## src/rtl/systolic_pkg.sv

```systemverilog
// Shared types and default widths for the systolic array sequencer.
package systolic_pkg;

  localparam int unsigned DW    = 8;
  localparam int unsigned N_DEF = 4;

  typedef enum logic [2:0] {IDLE, LOAD, FEED, DRAIN, DONE} ctrl_state_t;

  typedef logic [DW-1:0] elem_t;

endpackage

```

## src/rtl/systolic_skew_gen.sv

```systemverilog
// Operand buffers plus skewed wavefront slices: lane i emits A[i][t-i] and B[t-i][i] or zero.
module systolic_skew_gen #(
  parameter int unsigned N  = 4,
  parameter int unsigned DW = 8,
  parameter int unsigned CW = 3
) (
  input  logic            clk,
  input  logic            wr_en,
  input  logic [CW-1:0]   wr_k,
  input  logic [N*DW-1:0] ld_a,
  input  logic [N*DW-1:0] ld_b,
  input  logic [CW-1:0]   t,
  output logic [N*DW-1:0] a_skew,
  output logic [N*DW-1:0] b_skew
);

  localparam int unsigned KW = (N > 1) ? $clog2(N) : 1;

  for (genvar i = 0; i < N; i++) begin : g_lane
    // a_row holds row i of A, b_col holds column i of B, both indexed by k.
    logic [DW-1:0] a_row [N];
    logic [DW-1:0] b_col [N];
    logic [CW-1:0] d;
    logic          hit;

    always_ff @(posedge clk) begin
      if (wr_en) begin
        a_row[wr_k[KW-1:0]] <= ld_a[i*DW +: DW];
        b_col[wr_k[KW-1:0]] <= ld_b[i*DW +: DW];
      end
    end

    assign d   = t - CW'(i);
    assign hit = (t >= CW'(i)) && (d < CW'(N));

    assign a_skew[i*DW +: DW] = hit ? a_row[d[KW-1:0]] : '0;
    assign b_skew[i*DW +: DW] = hit ? b_col[d[KW-1:0]] : '0;
  end

endmodule

```

## src/rtl/systolic_ctrl.sv

```systemverilog
// Sequencer for an N x N output-stationary systolic array: load, skewed feed, drain, done.
module systolic_ctrl #(
  parameter int unsigned N  = systolic_pkg::N_DEF,
  parameter int unsigned DW = systolic_pkg::DW
) (
  input  logic            clk,
  input  logic            rst_n,
  input  logic            start,
  output logic            busy,
  input  logic            ld_valid,
  output logic            ld_ready,
  input  logic [N*DW-1:0] ld_a,
  input  logic [N*DW-1:0] ld_b,
  output logic [N*DW-1:0] a_feed,
  output logic [N*DW-1:0] b_feed,
  output logic            arr_clr,
  output logic            done
);

  import systolic_pkg::*;

  localparam int unsigned CW = $clog2(2 * N);
  localparam logic [CW-1:0] KLast = CW'(N - 1);
  localparam logic [CW-1:0] TLast = CW'(2 * N - 2);
  localparam logic [CW-1:0] DLast = CW'(N);

  ctrl_state_t   state_q, state_d;
  logic [CW-1:0] cnt_q, cnt_d;
  logic          wr_en;
  logic [N*DW-1:0] a_skew, b_skew;

  assign wr_en = (state_q == LOAD) && ld_valid;

  always_comb begin
    state_d = state_q;
    cnt_d   = cnt_q;
    unique case (state_q)
      IDLE: begin
        if (start) begin
          state_d = LOAD;
          cnt_d   = '0;
        end
      end
      LOAD: begin
        if (ld_valid) begin
          if (cnt_q == KLast) begin
            state_d = FEED;
            cnt_d   = '0;
          end else begin
            cnt_d = cnt_q + CW'(1);
          end
        end
      end
      FEED: begin
        if (cnt_q == TLast) begin
          state_d = DRAIN;
          cnt_d   = '0;
        end else begin
          cnt_d = cnt_q + CW'(1);
        end
      end
      DRAIN: begin
        if (cnt_q == DLast) begin
          state_d = DONE;
          cnt_d   = '0;
        end else begin
          cnt_d = cnt_q + CW'(1);
        end
      end
      DONE: begin
        state_d = IDLE;
        cnt_d   = '0;
      end
      default: begin
        state_d = IDLE;
        cnt_d   = '0;
      end
    endcase
  end

  // Skew is evaluated on the next count so the feed register lines up with FEED/t.
  systolic_skew_gen #(
    .N  (N),
    .DW (DW),
    .CW (CW)
  ) u_skew (
    .clk    (clk),
    .wr_en  (wr_en),
    .wr_k   (cnt_q),
    .ld_a   (ld_a),
    .ld_b   (ld_b),
    .t      (cnt_d),
    .a_skew (a_skew),
    .b_skew (b_skew)
  );

  always_ff @(posedge clk or negedge rst_n) begin
    if (!rst_n) begin
      state_q  <= IDLE;
      cnt_q    <= '0;
      busy     <= 1'b0;
      ld_ready <= 1'b0;
      arr_clr  <= 1'b0;
      done     <= 1'b0;
      a_feed   <= '0;
      b_feed   <= '0;
    end else begin
      state_q  <= state_d;
      cnt_q    <= cnt_d;
      busy     <= (state_d != IDLE);
      ld_ready <= (state_d == LOAD);
      arr_clr  <= (state_q == IDLE) && start;
      // done trails the DONE state by one cycle, landing in the following IDLE cycle.
      done     <= (state_q == DONE);
      a_feed   <= (state_d == FEED) ? a_skew : '0;
      b_feed   <= (state_d == FEED) ? b_skew : '0;
    end
  end

endmodule

```

## config.mk

```make
export PLATFORM = sky130hd
export DESIGN_NAME = systolic_ctrl
export DESIGN_NICKNAME = d
export VERILOG_FILES = /design/src/rtl/systolic_pkg.sv /design/src/rtl/systolic_skew_gen.sv /design/src/rtl/systolic_ctrl.sv
export SDC_FILE = /design/constraint.sdc
export NUM_CORES = 1
export LEC_CHECK = 0
export CAP_MARGIN = 0
export CELL_PAD_IN_SITES_DETAIL_PLACEMENT = 1
export CELL_PAD_IN_SITES_GLOBAL_PLACEMENT = 1
export CORE_MARGIN = 2
export CORE_UTILIZATION = 30
export DETAILED_ROUTE_END_ITERATION = 8
export PLACE_DENSITY_LB_ADDON = 0.1
export SYNTH_ARGS = -nofsm -noshare
export SYNTH_HDL_FRONTEND = slang
export SYNTH_SLANG_ARGS = --single-unit
```

## constraint.sdc

```tcl
create_clock -name clk -period 4.1 [get_ports clk]
set_clock_uncertainty 0.15 [all_clocks]
set_input_delay 1.23 -clock clk [delete_from_list [all_inputs] [get_ports clk]]
set_output_delay 1.23 -clock clk [all_outputs]
set_load 0.01 [all_outputs]
```

==> results of run 1 <==
power groups by stage:
stage | Sequential, mW | Combinational, mW | Clock [mW]
finish | 4.27 | 4.02 | 3.07
global route | 4.31 | 4.38 | 3.30
CTS | 4.28 | 4.15 | 3.17
detailed placement | 4.34 | 4.14 | 0
global placement | 4.33 | 4.05 | 0
floorplan | 4.38 | 2.60 | 0
path summary, 6_finish.rpt:
check                                       endpoint                                   start  slack (ps)
worst max-delay path            a_feed[13]$_DFF_PN0_                                ld_valid         830
worst min-delay path             b_feed[7]$_DFF_PN0_  u_skew.g_lane[0].b_col[3][7]$_DFFE_PP_         380
worst max register to register  b_feed[17]$_DFF_PN0_                      cnt_q[0]$_DFF_PN0_         940
worst min register to register   b_feed[7]$_DFF_PN0_  u_skew.g_lane[0].b_col[3][7]$_DFFE_PP_         380
max in group asynchronous       a_feed[12]$_DFF_PN0_                                   rst_n        2400
min in group asynchronous        b_feed[0]$_DFF_PN0_                                   rst_n         600
final cells by class:
class | instances | share of cell area [%]
flip-flops and latches | 330 | 62.6
multi-input cells | 221 | 14.9
repair buffers | 154 | 10.5
clock buffers | 47 | 6.67
well taps | 525 | 4.31
clock inverters | 18 | 0.723
inverters | 11 | 0.288
cell usage in the layout (no fill, tap or decap), drive strengths merged, types with 10 or more instances in the layout:
master         instances
edfxtp               256
clkdlybuf4s50        134
dfrtp                 74
mux2i                 66
clkbuf                47
mux4                  32
nor2b                 32
o22ai                 32
buf                   20
clkinv                14
inv                   12
ha                    10
sequential cells by signal (all words and copies together), names as in the netlist:
register and count:
busy 1, state_q 3, u_skew.g_lane.a_row 128, u_skew.g_lane.b_col 128, b_feed 32, done 1, ld_ready 1, cnt_q 3
arr_clr 1, a_feed 32
logic make-up (layout without fill, tap and decap cells):
logic type	Yosys count	after routing	share of synthesized area [%]
buffers and inverters	32	230	1.34
muxes	99	99	11.7
AOI/OAI and AO/OA	50	50	2.90
and+or+nand+nor	62	62	3.06
DFF	330	330	79.9
adders and majority gates	10	10	1.05
stage by stage:
stage / utilization, % / cells
floorplan: - / 583
global placement: 35.7 / 1241
detailed placement: 35.7 / 1241
CTS: 38.6 / 1306
global route: 38.6 / 1306
finish: 38.6 / 1306
layer usage:
metal | routed length [um] | vias to the layer above | track usage, %
li1 | - | 2647 | -
met1 | 12000 | 3114 | 17.5
met2 | 13900 | 115 | 23.2
met3 | 1080 | 37 | 2.84
met4 | 440 | 2 | 3.78
met5 | 11 | - | 0
worst max-delay path: stages:
cell,delay (ps)
clkdlybuf4s50_1,530
and4bb_2,340
a21oi_2,100
a22oi_4,290
inv_4,80
ha_1,240
nor3_1,240
o221ai_2,110
buf_4,250
nor2b_1,130
==> results.toml, run 1 <==
[timing]
maxSlewViolCount = 0
hold_viol_final = 0
period_minus_slack_ps = 3270
tightest_slew_ps = 702
setup_tns_ps = 0
setup_ws_ps = 831
fin_crit_sh_pct = 79.7
max_slew_margin_pct = 53.2
hold_ws_ps = 380
fmax_mhz = 306
rsz0062_at_grt = "false"
setup_violations = 0

[critical_path]
worstPathArrival_ps = 3560
crit_required_ps = 4390
start_kind = "input port"
worstRegToRegCells = 9
critical_path_class = "in -> reg"
worst-path-max-fanout = 16
end_kind = "flip-flop"

[route]
vias = 5915
drc_errors = 0
post_drt_wl_per_cell_um = 21.0
antenna_left = 0
vias_per_cell = 4.53
first_pass_iters = 4
wl_um = 27400
first_iter_violations = 230

[clocking]
clockBufferDepth = 3
postCtsSetupRepairBufs = 0
cts_tree = "built"
h-tree-depth = 2
path_clk_slew_ps = 60
clock-root-buffer = "clkbuf_16"
cts_resized = 0
ctsHoldBuffers = 0
numCtsBuffers = 37
clk_latency_ps = 520
cts_sinks = 330

[final_layout]
diodes = 0
fin_area_sq_um = 15200
finalNetCount = 833
area_delta_synth_final_pct = 27.6
drive_above_1_share_pct = 14.5
fill_cells = 3881
regArea_sq_um = 9540
multiInputGateArea_sq_um = 2270

[power_and_ir_drop]
cellPowerDensity_nw_per_um2 = 745
total_power_mw = 11.4
clkPwrFrac_pct = 27.0
p_sw_share_pct = 30.3
p_leak_nw = 5.31
combPwrFrac_pct = 35.4
p_int_mw = 7.91
switchingPower_mw = 3.44
ir_worst_vdd_uv = 572
seqPwrFrac_pct = 37.6

[logic_synthesis]
yosys_most_used_dff = "edfxtp_1"
yosysTopAreaCell = "edfxtp_1"
yosysWarnings = 0
netlist_area_sq_um = 11900
netlist.area_leader.share_pct = 64.4
synthesis.nets = 661
yosysMostFrequentCell = "edfxtp_1"
synth-async-reset-ratio_pct = 22.4
seq_area_frac_synth_pct = 79.9
ys_types = 39
synth.ff_latch_count = 330
ys_top_cells_by_area = "edfxtp_1 (64%), dfrtp_1 (16%), mux4_2 (6.0%)"
syn-instance-count = 583
yosys-top-cells-count = "edfxtp_1 (256), dfrtp_1 (74), mux2i_1 (66)"
synth_edf_count = 256
syn_area_per_cell_sq_um = 20.5

[placed_design]
dpl_cell_area_sq_um = 14100
globalplace.congestion = 0.732
numPortBuffers = 135
preCtsSetupSlack_ps = 293
hpwl_um = 16100

[global_route]
track_usage_pct = 13.6
first_global_vias = 6689
grt_overflow_total = 0
grt_pass1_wl_um = 41600
grt_max_degree = 66
antenna_found_initial = 1

[floorplanning]
die_w_um = 203
initial_core_util_pct = 30.2
num_io_pins = 136
die_y_um = 203
core_sq_um = 39500
rows = 73
die_area_sq_um = 41400

[flow_run]
maxCapViolations = 0

[status]
status = "finished clean"

[min_path]
hold_depth = 2
worst_hold_path_type = "reg -> reg"
No activity file was read; power rests on OpenSTA's default activity.
==> inputs of run 2 (changes only) <==
==> constraint.sdc (replaced) <==
create_clock -name clk -period 2.7 [get_ports clk]
set_clock_uncertainty 0.15 [all_clocks]
set_input_delay 0.81 -clock clk [delete_from_list [all_inputs] [get_ports clk]]
set_output_delay 0.81 -clock clk [all_outputs]
set_load 0.01 [all_outputs]
==> results.toml, run 2 (same netlist as run 1, synthesis figures left out) <==
[route]
first_pass_iters = 4
vias_per_cell = 4.53
vias = 6129
antenna_left = 0
drc_errors = 0
wl_um = 28400
post_drt_wl_per_cell_um = 21.0
first_iter_violations = 229

[clocking]
cts_tree = "built"
cts_sinks = 330
path_clk_slew_ps = 60
clk_latency_ps = 520
clockBufferDepth = 3
ctsHoldBuffers = 0
numCtsBuffers = 38
h-tree-depth = 2
clock-root-buffer = "clkbuf_16"

[floorplanning]
die_y_um = 203
core_sq_um = 39500
rows = 73
die_area_sq_um = 41400
die_w_um = 203
initial_core_util_pct = 30.2
num_io_pins = 136

[critical_path]
start_kind = "input port"
worst-path-max-fanout = 8
crit_path_cell_trace = "clkdlybuf4s50_1, mux2i_2, nand2_2, a22oi_4, inv_4, ha_4, o21a_1, o221ai_4, clkbuf_16, nor2b_1"
path_buf_inv = 3
critical_path_class = "in -> reg"
worstPathArrival_ps = 2890
max_stage_delay_ps = 450
end_kind = "flip-flop"
rrSetupSlack_ps = 100
crit_required_ps = 2960
critPathSlowestCell = "clkdlybuf4s50_1"
path_delay_family = "buffers and inverters"

[final_layout]
mostFrequentLayoutCell = "edfxtp_1"
instances_no_fill = 1352
finalNetCount = 874
area_delta_synth_final_pct = 33.4
fin_area_sq_um = 15900
drive_above_1_share_pct = 21.5
final_cell_mix = "edfxtp_1 (256), clkdlybuf4s50_1 (133), dfrtp_1 (73)"

[power_and_ir_drop]
cellPowerDensity_nw_per_um2 = 1170
ir_worst_vdd_uv = 556
p_int_mw = 13.0
switchingPower_mw = 5.65
p_leak_nw = 5.67
seqPwrFrac_pct = 34.7
p_sw_share_pct = 30.3
clkPwrFrac_pct = 26.4
total_power_mw = 18.7
combPwrFrac_pct = 39.0

[status]
status = "finished clean"

[global_route]
grt_max_degree = 36
first_global_vias = 7008
grt_pass1_wl_um = 42700
antenna_found_initial = 2
track_usage_pct = 13.8
grt_busiest_layer = "met2"
grt_use_met1_pct = 17.3
use_met2_pct = 24.0
met3_usage_pct = 2.84
grt_overflow_total = 0

[timing]
setup_violations = 0
maxSlewViolCount = 0
max_slew_margin_pct = 70.8
hold_viol_final = 0
setup_tns_ps = 0
period_minus_slack_ps = 2640
fin_crit_sh_pct = 97.6
hold_ws_ps = 63.1
fmax_mhz = 380
tightest_slew_ps = 437

[placed_design]
globalplace.congestion = 0.735
numPortBuffers = 135
hpwl_um = 17900
dpl_cell_area_sq_um = 14600
dp.cells = 1274

[flow_run]
maxCapViolations = 0

[min_path]
worst_hold_path_type = "in -> async"
-- run 2: metal layers --
| layer | routed length [um] | part of all wire [%] | vias up |
|---|---|---|---|
| li1 | - | - | 2727 |
| met1 | 12100 | 42 | 3196 |
| met2 | 14400 | 51 | 150 |
| met3 | 1240 | 4.4 | 54 |
| met4 | 709 | 2.5 | 2 |
| met5 | 16 | 0.056 | - |
-- run 2: cell type report --
type	count	area, sq um
Timing Repair Buffer	194	2120
Clock buffer	49	1090
Antenna cell	1	2.50
Sequential cell	330	9540
Tap cell	525	657
Clock inverter	21	131
Inverter	11	46.3
Fill cell	3838	23500
Multi-Input combinational cell	221	2340
-- run 2: worst paths after layout --
kind | from | endpoint | depth (start not counted)
worst max-delay path | start | a_feed[9]$_DFF_PN0_ | 10
worst min-delay path | rst_n | a_feed[16]$_DFF_PN0_ | 1
worst max register to register | cnt_q[0]$_DFF_PN0_ | a_feed[9]$_DFF_PN0_ | 11
worst min register to register | u_skew.g_lane[2].b_col[3][7]$_DFFE_PP_ | b_feed[23]$_DFF_PN0_ | 2
max in group asynchronous | rst_n | b_feed[11]$_DFF_PN0_ | 2
min in group clk | u_skew.g_lane[2].b_col[3][7]$_DFFE_PP_ | b_feed[23]$_DFF_PN0_ | 2
-- run 2: power groups by stage --
stage	sequential [mW]	combinational (mW)	clock (mW)
after floorplan	6.64	4.40	0
after global placement	6.56	7.09	0
after detailed placement	6.58	7.25	0
after CTS	6.48	7.29	5.10
after global routing	6.52	7.85	5.28
final	6.47	7.27	4.92
-- run 2: through the flow --
| stage | utilization [%] | worst slack, ps |
|---|---|---|
| after floorplan | - | -72.9 |
| after global placement | 37.0 | -556 |
| after detailed placement | 37.0 | -575 |
| after CTS | 40.1 | 3.12 |
| after global routing | 40.3 | -12.3 |
| final | 40.4 | 65.0 |
-- run 2: timing repair --
action	in CTS	in global routing
gates resized for setup	0	10
cloned	0	1
setup buffers	1	5
pin swaps	2	7
endpoints found under the setup margin	5	64
==> inputs of run 3 (changes only) <==
--- a/config.mk
+++ b/config.mk
@@ -5,8 +5,9 @@
 export SDC_FILE = /design/constraint.sdc
 export NUM_CORES = 1
 export LEC_CHECK = 0
+export ABC_AREA = 0
 export CAP_MARGIN = 0
-export CELL_PAD_IN_SITES_DETAIL_PLACEMENT = 1
+export CELL_PAD_IN_SITES_DETAIL_PLACEMENT = 0
 export CELL_PAD_IN_SITES_GLOBAL_PLACEMENT = 1
 export CORE_MARGIN = 2
 export CORE_UTILIZATION = 30
==> results.toml, run 3 (same netlist as run 1, synthesis figures left out) <==
[status]
status = "finished clean"

[critical_path]
worstRegToRegCells = 12
r2r-start = "cnt_q[0]$_DFF_PN0_"
timing.rr.end = "a_feed[15]$_DFF_PN0_"
crit_required_ps = 3000
rrSetupSlack_ps = 110
end_kind = "flip-flop"
worst-path-max-fanout = 16
worstPathArrival_ps = 2930
startpoint = "ld_valid"
start_kind = "input port"
critical_path_class = "in -> reg"

[floorplanning]
die_area_sq_um = 41400
initial_core_util_pct = 30.2
rows = 73
num_io_pins = 136
core_sq_um = 39500
die_y_um = 203
die_w_um = 203

[min_path]
worst_hold_path_type = "in -> async"

[timing]
hold_ws_ps = 56.4
tightest_slew_ps = 427
period_minus_slack_ps = 2630
rsz0062_at_grt = "true"
hold_viol_final = 0
setup_ws_ps = 72.4
setup_violations = 0
maxSlewViolCount = 0
fin_crit_sh_pct = 97.3
fmax_mhz = 381
max_slew_margin_pct = 71.4
setup_tns_ps = 0

[final_layout]
drive_above_1_share_pct = 21.6
diodes = 0
final_cell_mix = "edfxtp_1 (256), clkdlybuf4s50_1 (134), dfrtp_1 (73)"
area_delta_synth_final_pct = 33.5
mostFrequentLayoutCell = "edfxtp_1"
instances_no_fill = 1345
finalNetCount = 869
final_util_pct = 40.4
fin_area_sq_um = 15900

[placed_design]
dpl_cell_area_sq_um = 14600
globalplace.congestion = 0.735
numPortBuffers = 135
dp.cells = 1274
hpwl_um = 17000
preCtsSetupSlack_ps = -588

[clocking]
clk_latency_ps = 540
cts_sinks = 330
h-tree-depth = 2
clockBufferDepth = 3
clock-root-buffer = "clkbuf_16"
cts_tree = "built"
path_clk_slew_ps = 50
numCtsBuffers = 38

[power_and_ir_drop]
ir_worst_vdd_uv = 582
cellPowerDensity_nw_per_um2 = 1180
p_leak_nw = 5.67
total_power_mw = 18.7

[global_route]
first_global_vias = 6692
antenna_found_initial = 3
grt_pass1_wl_um = 41000
grt_max_degree = 36
grt_overflow_total = 0
track_usage_pct = 13.4

[route]
antenna_left = 0
first_pass_iters = 4
first_iter_violations = 282
post_drt_wl_per_cell_um = 20.2
drc_errors = 0
vias = 6003
wl_um = 27100
vias_per_cell = 4.46

[flow_run]
maxCapViolations = 0
-- run 3: changes by cell type in the layout (fill, tap and decap cells not counted), sizes merged --
cell,before,now
clkinv,19,13
buf,59,55
bufinv,1,5
clkbuf,50,48
inv,11,13
clkdlybuf4s50,133,134
diode,1,0
dlymetal6s2s,1,0
-- run 3: routing by layer --
metal  GRT usage (%)  vias to the layer above  wire length (um)
met3            2.91                       54              1210
met2            23.2                      135             13700
li1                -                     2724                 -
met1            16.5                     3084             11500
met4            5.03                        6               701
met5               0                        -                44
-- run 3: power by group --
group	switching (mW)	leakage [nW]	total [mW]	internal, mW
logic	3.28	1.71	7.05	3.77
registers	0.241	3.31	6.45	6.21
clock network	1.99	0.648	5.23	3.24
total	5.52	5.67	18.7	13.2
-- run 3: how the worst max path moves through the flow --
stage / end / cells past startpoint
3_5_place_dp: a_feed[18]$_DFF_PN0_ / 9
6_report: a_feed[15]$_DFF_PN0_ / 11
3_3_place_gp: a_feed[18]$_DFF_PN0_ / 9
5_1_grt: a_feed[14]$_DFF_PN0_ / 12
4_1_cts: b_feed[12]$_DFF_PN0_ / 11
2_1_floorplan: a_feed[14]$_DFF_PN0_ / 10
-- run 3: final cells by class --
cell class	count	area, sq um
Clock buffer	48	1050
Clock inverter	21	254
Fill cell	3591	23500
Inverter	11	46.3
Multi-Input combinational cell	221	2330
Sequential cell	330	9540
Tap cell	525	657
Timing Repair Buffer	189	2050
-- run 3: timing repair --
action,4_1_cts,5_1_grt
endpoints found under the setup margin,1,56
pin swaps,1,1
resized for setup,0,5
endpoints found under the hold margin,0,0
setup buffers,1,1
hold buffers,0,0
-- run 3: worst max-delay path, stage by stage --
cell             delay [ps]
clkdlybuf4s50_1         540
and4bb_2                300
a21oi_2                  90
a22oi_4                 210
buf_4                   160
ha_1                    140
inv_1                    50
o21ai_2                 170
o221ai_4                140
buf_12                  180
nor2b_1                 120
